### src/rtl/instr_fetch_if.sv
// Fetch-stage bus: control inputs, instruction ROM port and decoder-facing outputs.
// The master modport is the fetch stage itself; slave is whoever drives it.
interface instr_fetch_if #(
  parameter int PC_W = 10
);
  logic            start;
  logic            stall;
  logic            take_branch;
  logic [PC_W-1:0] branch_target;
  logic [PC_W-1:0] imem_addr;
  logic            imem_en;
  logic [8:0]      imem_data;
  logic [8:0]      instr;
  logic [4:0]      opcode;
  logic [3:0]      operand;
  logic [PC_W-1:0] instr_pc;
  logic            instr_valid;
  logic            done;

  modport master (
    input  start, stall, take_branch, branch_target, imem_data,
    output imem_addr, imem_en, instr, opcode, operand, instr_pc, instr_valid, done
  );

  modport slave (
    output start, stall, take_branch, branch_target, imem_data,
    input  imem_addr, imem_en, instr, opcode, operand, instr_pc, instr_valid, done
  );
endinterface

### src/rtl/instr_fetch.sv
// Instruction-fetch stage: owns the PC, reads a 1-cycle synchronous ROM and
// presents a registered instruction word to the decoder.
//
// state | meaning
// IDLE  | waiting for start after reset
// RUN   | fetching one word per cycle, honouring stall and branch redirects
// HALT  | halt word consumed, done held high until the next start
module instr_fetch #(
  parameter int         PC_W      = 10,
  parameter logic [8:0] HALT_WORD = 9'h1FF
) (
  input  logic         clk,
  input  logic         rst_n,
  instr_fetch_if.master bus
);

  typedef enum logic [1:0] {
    S_IDLE = 2'd0,
    S_RUN  = 2'd1,
    S_HALT = 2'd2
  } state_t;

  state_t          state_q;
  logic [PC_W-1:0] pc_q;
  logic [PC_W-1:0] last_pc_q;
  logic [PC_W-1:0] instr_pc_q;
  logic            pend_q;
  logic [8:0]      ir_q;
  logic            valid_q;
  logic            done_q;

  always_ff @(posedge clk) begin
    if (!rst_n) begin
      state_q    <= S_IDLE;
      pc_q       <= '0;
      last_pc_q  <= '0;
      instr_pc_q <= '0;
      pend_q     <= 1'b0;
      ir_q       <= '0;
      valid_q    <= 1'b0;
      done_q     <= 1'b0;
    end else begin
      case (state_q)
        S_IDLE, S_HALT: begin
          if (bus.start) begin
            state_q <= S_RUN;
            pc_q    <= '0;
            pend_q  <= 1'b0;
            done_q  <= 1'b0;
          end
        end
        S_RUN: begin
          if (bus.take_branch) begin
            // Squash both the presented word and the one still in the ROM.
            pc_q    <= bus.branch_target;
            pend_q  <= 1'b0;
            valid_q <= 1'b0;
          end else if (!bus.stall) begin
            if (valid_q && (ir_q == HALT_WORD)) begin
              state_q <= S_HALT;
              valid_q <= 1'b0;
              done_q  <= 1'b1;
              pend_q  <= 1'b0;
            end else begin
              pc_q       <= pc_q + 1'b1;
              last_pc_q  <= pc_q;
              pend_q     <= 1'b1;
              ir_q       <= bus.imem_data;
              instr_pc_q <= last_pc_q;
              valid_q    <= pend_q;
            end
          end
        end
        default: state_q <= S_IDLE;
      endcase
    end
  end

  assign bus.imem_en     = (state_q == S_RUN) && !bus.stall;
  assign bus.imem_addr   = pc_q;
  assign bus.instr       = ir_q;
  assign bus.opcode      = ir_q[8:4];
  assign bus.operand     = ir_q[3:0];
  assign bus.instr_pc    = instr_pc_q;
  assign bus.instr_valid = valid_q;
  assign bus.done        = done_q;

endmodule

### src/flat_wrapper.sv
// flat-port wrapper written by rule: the top's interface ports become plain ports
module instr_fetch_flat 
#(
  parameter int         PC_W      = 10,
  parameter logic [8:0] HALT_WORD = 9'h1FF
)
  (clk, rst_n, bus_start, bus_stall, bus_take_branch, bus_branch_target, bus_imem_data, bus_imem_addr, bus_imem_en, bus_instr, bus_opcode, bus_operand, bus_instr_pc, bus_instr_valid, bus_done);
  instr_fetch_if #(.PC_W(PC_W)) bus_i ();
  input  logic clk;
  input  logic rst_n;
  input wire logic [$bits(bus_i.start)-1:0] bus_start;
  input wire logic [$bits(bus_i.stall)-1:0] bus_stall;
  input wire logic [$bits(bus_i.take_branch)-1:0] bus_take_branch;
  input wire logic [$bits(bus_i.branch_target)-1:0] bus_branch_target;
  input wire logic [$bits(bus_i.imem_data)-1:0] bus_imem_data;
  output wire logic [$bits(bus_i.imem_addr)-1:0] bus_imem_addr;
  output wire logic [$bits(bus_i.imem_en)-1:0] bus_imem_en;
  output wire logic [$bits(bus_i.instr)-1:0] bus_instr;
  output wire logic [$bits(bus_i.opcode)-1:0] bus_opcode;
  output wire logic [$bits(bus_i.operand)-1:0] bus_operand;
  output wire logic [$bits(bus_i.instr_pc)-1:0] bus_instr_pc;
  output wire logic [$bits(bus_i.instr_valid)-1:0] bus_instr_valid;
  output wire logic [$bits(bus_i.done)-1:0] bus_done;
  assign bus_i.start = bus_start;
  assign bus_i.stall = bus_stall;
  assign bus_i.take_branch = bus_take_branch;
  assign bus_i.branch_target = bus_branch_target;
  assign bus_i.imem_data = bus_imem_data;
  assign bus_imem_addr = bus_i.imem_addr;
  assign bus_imem_en = bus_i.imem_en;
  assign bus_instr = bus_i.instr;
  assign bus_opcode = bus_i.opcode;
  assign bus_operand = bus_i.operand;
  assign bus_instr_pc = bus_i.instr_pc;
  assign bus_instr_valid = bus_i.instr_valid;
  assign bus_done = bus_i.done;
  instr_fetch #(.PC_W(PC_W), .HALT_WORD(HALT_WORD)) u_core (.clk(clk), .rst_n(rst_n), .bus(bus_i));
endmodule
### config.mk
export PLATFORM = sky130hd
export DESIGN_NAME = instr_fetch_flat
export DESIGN_NICKNAME = d
export VERILOG_FILES = /design/src/rtl/instr_fetch_if.sv /design/src/rtl/instr_fetch.sv /design/src/flat_wrapper.sv
export SDC_FILE = /design/constraint.sdc
export NUM_CORES = 1
export LEC_CHECK = 0
export ABC_AREA = 1
export BUFFER_PORTS_ARGS = -buffer_cell sky130_fd_sc_hd__buf_2
export CAP_MARGIN = 10
export CORE_MARGIN = 5
export CORE_UTILIZATION = 45
export CTS_CLUSTER_DIAMETER = 150
export DETAILED_ROUTE_END_ITERATION = 8
export GPL_TIMING_DRIVEN = 0
export PLACE_DENSITY_LB_ADDON = 0.2
export SYNTH_ARGS = -nofsm -noshare
export SYNTH_HDL_FRONTEND = slang
export SYNTH_SLANG_ARGS = --single-unit
### constraint.sdc
create_clock -name clk -period 1.3 [get_ports clk]
set_input_delay 0.195 -clock clk [delete_from_list [all_inputs] [get_ports clk]]
set_output_delay 0.195 -clock clk [all_outputs]
set_load 0.005 [all_outputs]
Yosys cells after proc, flatten, opt, wreduce, memory -nomap -nowiden. Index checks and enable logic that the tools add are counted.

Output and inout port bits: 41. Bits of input ports: 24. Flip-flop bits (word level): 44. Word-level logic and storage cells: 56.

Bitwise logic cells: 3. Reductions and logical operators: 12. Multiplexer cells: 22. Equality and inequality tests: 10. $add $sub $neg: 1.

Operator list (count): $mux W10 (4); $pmux W10 S2 (1); $reduce_and A4 Y1 (3); $add A10 B1 Y10 const B (1); $mux W1 (10); $eq A9 B9 Y1 const B (1); $mux W2 (4); $ne A2 B2 Y1 const B (3); $ne A3 B3 Y1 const B (2); $reduce_and A5 Y1 (1); $ne A2 B1 Y1 const B (2); $pmux W1 S2 (2); $pmux W2 S2 (1); $not A1 Y1 (3); $reduce_and A3 Y1 (1); $eq A2 B1 Y1 const B (1); $eq A2 B2 Y1 const B (1); $logic_and A1 B1 Y1 (2); $logic_not A2 Y1 (1); $reduce_and A2 Y1 (1); $reduce_bool A2 Y1 (1); $reduce_or A2 Y1 (1); $logic_not A1 Y1 (1).

Longest topological paths before layout.
Depth after elaboration: 6. Depth in mapped cells: 11. Gate-level depth less buffers: 9.

Worst setup path before layout. No wires, ideal clock.

Kind: register -> register. Start point: reg u_core.ir_q[5] (netlist: u_core.bus.instr[5]). End point: reg u_core.ir_q[6] (netlist: u_core.bus.instr[6]). Path buffers: 2. Slack: -0.030 ns. Library setup time: 0.116 ns. Clock period less this slack: 1.330 ns. Required time: 1.184 ns. Cell stages (with the launch flop): 10. Data arrival time: 1.214 ns. Cell sequence: dfxtp_1 nand2_1 nor2_1 nand4_1 nand2_2 inv_2 buf_6 buf_6 nor2_1 nor2_1.

Cells in the longest elaborated chain, start to end: 4.

Ends and longest elaborated chain: from (decl) (RTL line instr_fetch.sv:28) `logic [8:0] ir_q;`; from (signal assigned) (RTL line instr_fetch.sv:68) `ir_q <= bus.imem_data;`; $eq A9 B9 Y1 (RTL line instr_fetch.sv:59) `if (valid_q && (ir_q == HALT_WORD)) begin`; $logic_and A1 B1 Y1 (RTL line instr_fetch.sv:59); $not A1 Y1 (no source line); $reduce_and A4 Y1 (no source line).

Every way passes these cells. A chain may end at the register's enable or synchronous reset.

Final worst setup path.
Start point: reg u_core.state_q[1]. End point: reg u_core.last_pc_q[5].

Cells in the longest elaborated chain, start to end: 2.

Ends and longest elaborated chain: from (decl) (RTL line instr_fetch.sv:23) `state_t state_q;`; from (signal assigned) (RTL line instr_fetch.sv:34) `state_q <= S_IDLE;`; from (signal assigned) (RTL line instr_fetch.sv:46) `state_q <= S_RUN;`; from (signal assigned) (RTL line instr_fetch.sv:60) `state_q <= S_HALT;`; $eq A2 B1 Y1 (RTL line instr_fetch.sv:43) `case (state_q)`; $reduce_and A4 Y1 (no source line); to (signal assigned) (RTL line instr_fetch.sv:66) `last_pc_q <= pc_q;`; to (decl) (RTL line instr_fetch.sv:25) `logic [PC_W-1:0] last_pc_q;`.

Every way passes these cells.

==> impl_metrics.tcl <==
set metrics [dict create \
    outcome "finished, violations left" \
    violations "negative setup slack" \
    required_ns 1.49 \
    dieArea_um2 5914 \
    grt_pass1_wl_mm 8.604 \
    startpoint "u_core.state_q[1]" \
    rsz0062_at_grt "yes" \
    fill_cells 369 \
    clock_latency_ns 0.29 \
    min_path_type "in -> reg" \
    final_nets 419 \
    drt_first_pass_iters 5 \
    viasPerCell 4.944 \
    cts-root-buf "clkbuf_8" \
    die_w_um 76.91 \
    port_buffers 63 \
    wl_per_cell_um 12.84 \
    num_rows 24 \
    p_leak_nw 1.428 \
    clk_pin_slew_worst_paths_ns 0.08 \
    finalCritPeriodShare_pct 105.4 \
    tritoncts "built" \
    place.gp.congestion 0.8318 \
    worstMarginPinSlew_ns 0.5520 \
    yosysWarnings 0 \
    finalSetupViolCount 30 \
    detail-route-antenna-nets 0 \
    stdcell_area_um2 3002 \
    syn-num-nets 322 \
    pwr_density_cell_nw_per_um2 1049 \
    syn_to_final_growth_pct 49.01 \
    whs_ns 0.1374 \
    grtUsageMet1_pct 21.51 \
    postSynthAreaPerCell_um2 6.783 \
    cts_sinks 44 \
    place_ws_ns -0.2677 \
    cp_max_fo 10 \
    slew_headroom_pct 63.20 \
    maxCapViolCount 0 \
    end_kind "register" \
    seq_area_frac_synth_pct 43.73 \
    hold_buffers 0 \
    synthCells 297 \
    busiest_layer "met2" \
    fin_crit_ns 1.370 \
    core_region_area_um2 4354 \
    critical_path_class "reg -> reg" \
    layout-drive-gt1-share_pct 46.58 \
    first_global_vias 1977 \
    fin_cells 447 \
    fin_ws_ns -0.07027 \
    synth_cell_types 20 \
    htreeDepth 2 \
    cts_buffers 5 \
    wirelength_mm 5.740 \
    drcViolationCount 0 \
    dp.cells 412 \
    dp_hpwl_mm 3.650 \
    fmax_ghz 0.7298 \
    timing.rr.start "u_core.state_q[1]" \
    crit_arrival_ns 1.56 \
    ff_latch_area_um2 910.9 \
    final_hold_viol_count 0 \
    ioPinCount 65 \
    die_h_um 76.91 \
    drv_slew 0 \
    crit_path_start_kind "register" \
    peakVddDrop_mv 0.7026 \
    drtIter0Drc 152 \
    skew_ns 0.008623 \
    grt_max_degree 20 \
    n_antenna_cell 0 \
    initial_core_util_pct 46.26 \
    min_from "bus_imem_data[1]" \
    grt_usage_pct 17.36 \
    netlist_area_um2 2014 \
    vias 2210 \
    use_met2_pct 29.63 \
    finalPower_mw 3.148 \
    synth-seq-cells 44 \
    antenna_found_initial 0 \
    overflow 0 \
    placed_area_um2 2404 \
    r2r_slack_ns -0.07 \
    multi_input_area_um2 1099 \
    clockBufferDepth 2 \
    gr-usage-met3_pct 3.864 \
]
synthesized netlist by cell type, drive strengths merged:
cell	count	share of area [%]
o21ai	42	11
inv	23	4.3
clkbuf	7	1.3
nor2	83	16
xor2	2	0.87
nand4	4	1.2
nand3b	1	0.37
nand2	55	10
buf	14	5.2
a22o	1	0.43
ha	1	0.62
nand3	7	1.7
a21oi	13	3.2
dfxtp	44	44
registers in the layout, indices dropped and copies added, names as in the netlist:
| name | cells |
|---|---|
| u_core.state_q | 2 |
| u_core.bus.instr_pc | 10 |
| u_core.bus.imem_addr | 10 |
| u_core.pend_q | 1 |
| u_core.bus.instr | 9 |
| u_core.bus.instr_valid | 1 |
| u_core.bus.done | 1 |
| u_core.last_pc_q | 10 |
metal layers:
metal  part of all wire, %  routed length, um
met1                    41               2343
met2                    53               3032
met3                   5.2                301
met4                   1.1                 64
met5                     0                  0
power breakdown:
part	total, mW	internal [mW]	switching (mW)
combinational	0.611	0.292	0.319
clock	1.03	0.569	0.463
sequential	1.51	1.43	0.0782
total	3.15	2.29	0.860
worst paths after layout:
check,endpoint,depth (start not counted)
worst max-delay path,u_core.last_pc_q[5],9
worst max register to register,u_core.last_pc_q[5],9
worst min-delay path,u_core.bus.instr[1],3
worst min register to register,u_core.bus.done,2
logic make-up (layout without fill, tap and decap cells):
group / Yosys count / in the layout / synth area share (%)
AND/OR/NAND/NOR: 150 / 150 / 29.69
AO/OA/AOI/OAI: 56 / 56 / 14.29
flip-flops: 44 / 44 / 43.73
buffers and inverters: 44 / 142 / 10.81
XOR/XNOR: 2 / 2 / 0.8697
adder cells (fa/ha/maj): 1 / 1 / 0.6210
area by class of cell:
class / instances / share of cell area, %
inverters: 23 / 3.126
plain buffers: 20 / 5.419
flip-flops and latches: 44 / 30.35
clock inverters: 3 / 1.417
repair buffers: 91 / 18.63
well taps: 52 / 2.168
clock buffers: 5 / 2.293
multi-input cells: 209 / 36.60
metrics by stage:
step           util (%)  TNS [ns]
3_5_place_dp      55.20    -8.234
6_report          68.94    -1.228
4_1_cts           60.89   -0.4344
2_1_floorplan         -         0
5_1_grt           68.94    -4.277
3_3_place_gp      55.20    -7.430
worst max-delay path, cell delays in order, from the launching register on:
cell,delay (ns)
dfxtp_2,0.33
inv_2,0.06
nand2_4,0.08
o21ai_4,0.17
nand2_2,0.08
inv_2,0.08
nand2_4,0.08
buf_4,0.19
o21ai_1,0.14
nor2_1,0.05
timing repair:
item / in CTS / in global routing
setup endpoints to repair: 40 / 43
pin swaps: 6 / 11
gates resized for setup: 37 / 92
gates cloned: 0 / 4
buffers inserted: 13 / 12
layout by cell type (no fill, tap or decap), drive strengths merged:
cell type | synthesis | final
a21oi | 13 | 13
a22o | 1 | 1
buf | 14 | 106
bufinv | 0 | 1
clkbuf | 7 | 10
clkinv | 0 | 1
clkinvlp | 0 | 1
dfxtp | 44 | 44
ha | 1 | 1
inv | 23 | 23
nand2 | 55 | 55
nand3 | 7 | 7
nand3b | 1 | 1
nand4 | 4 | 4
nor2 | 83 | 83
o21ai | 42 | 42
xor2 | 2 | 2
No activity file was read; power rests on OpenSTA's default activity.
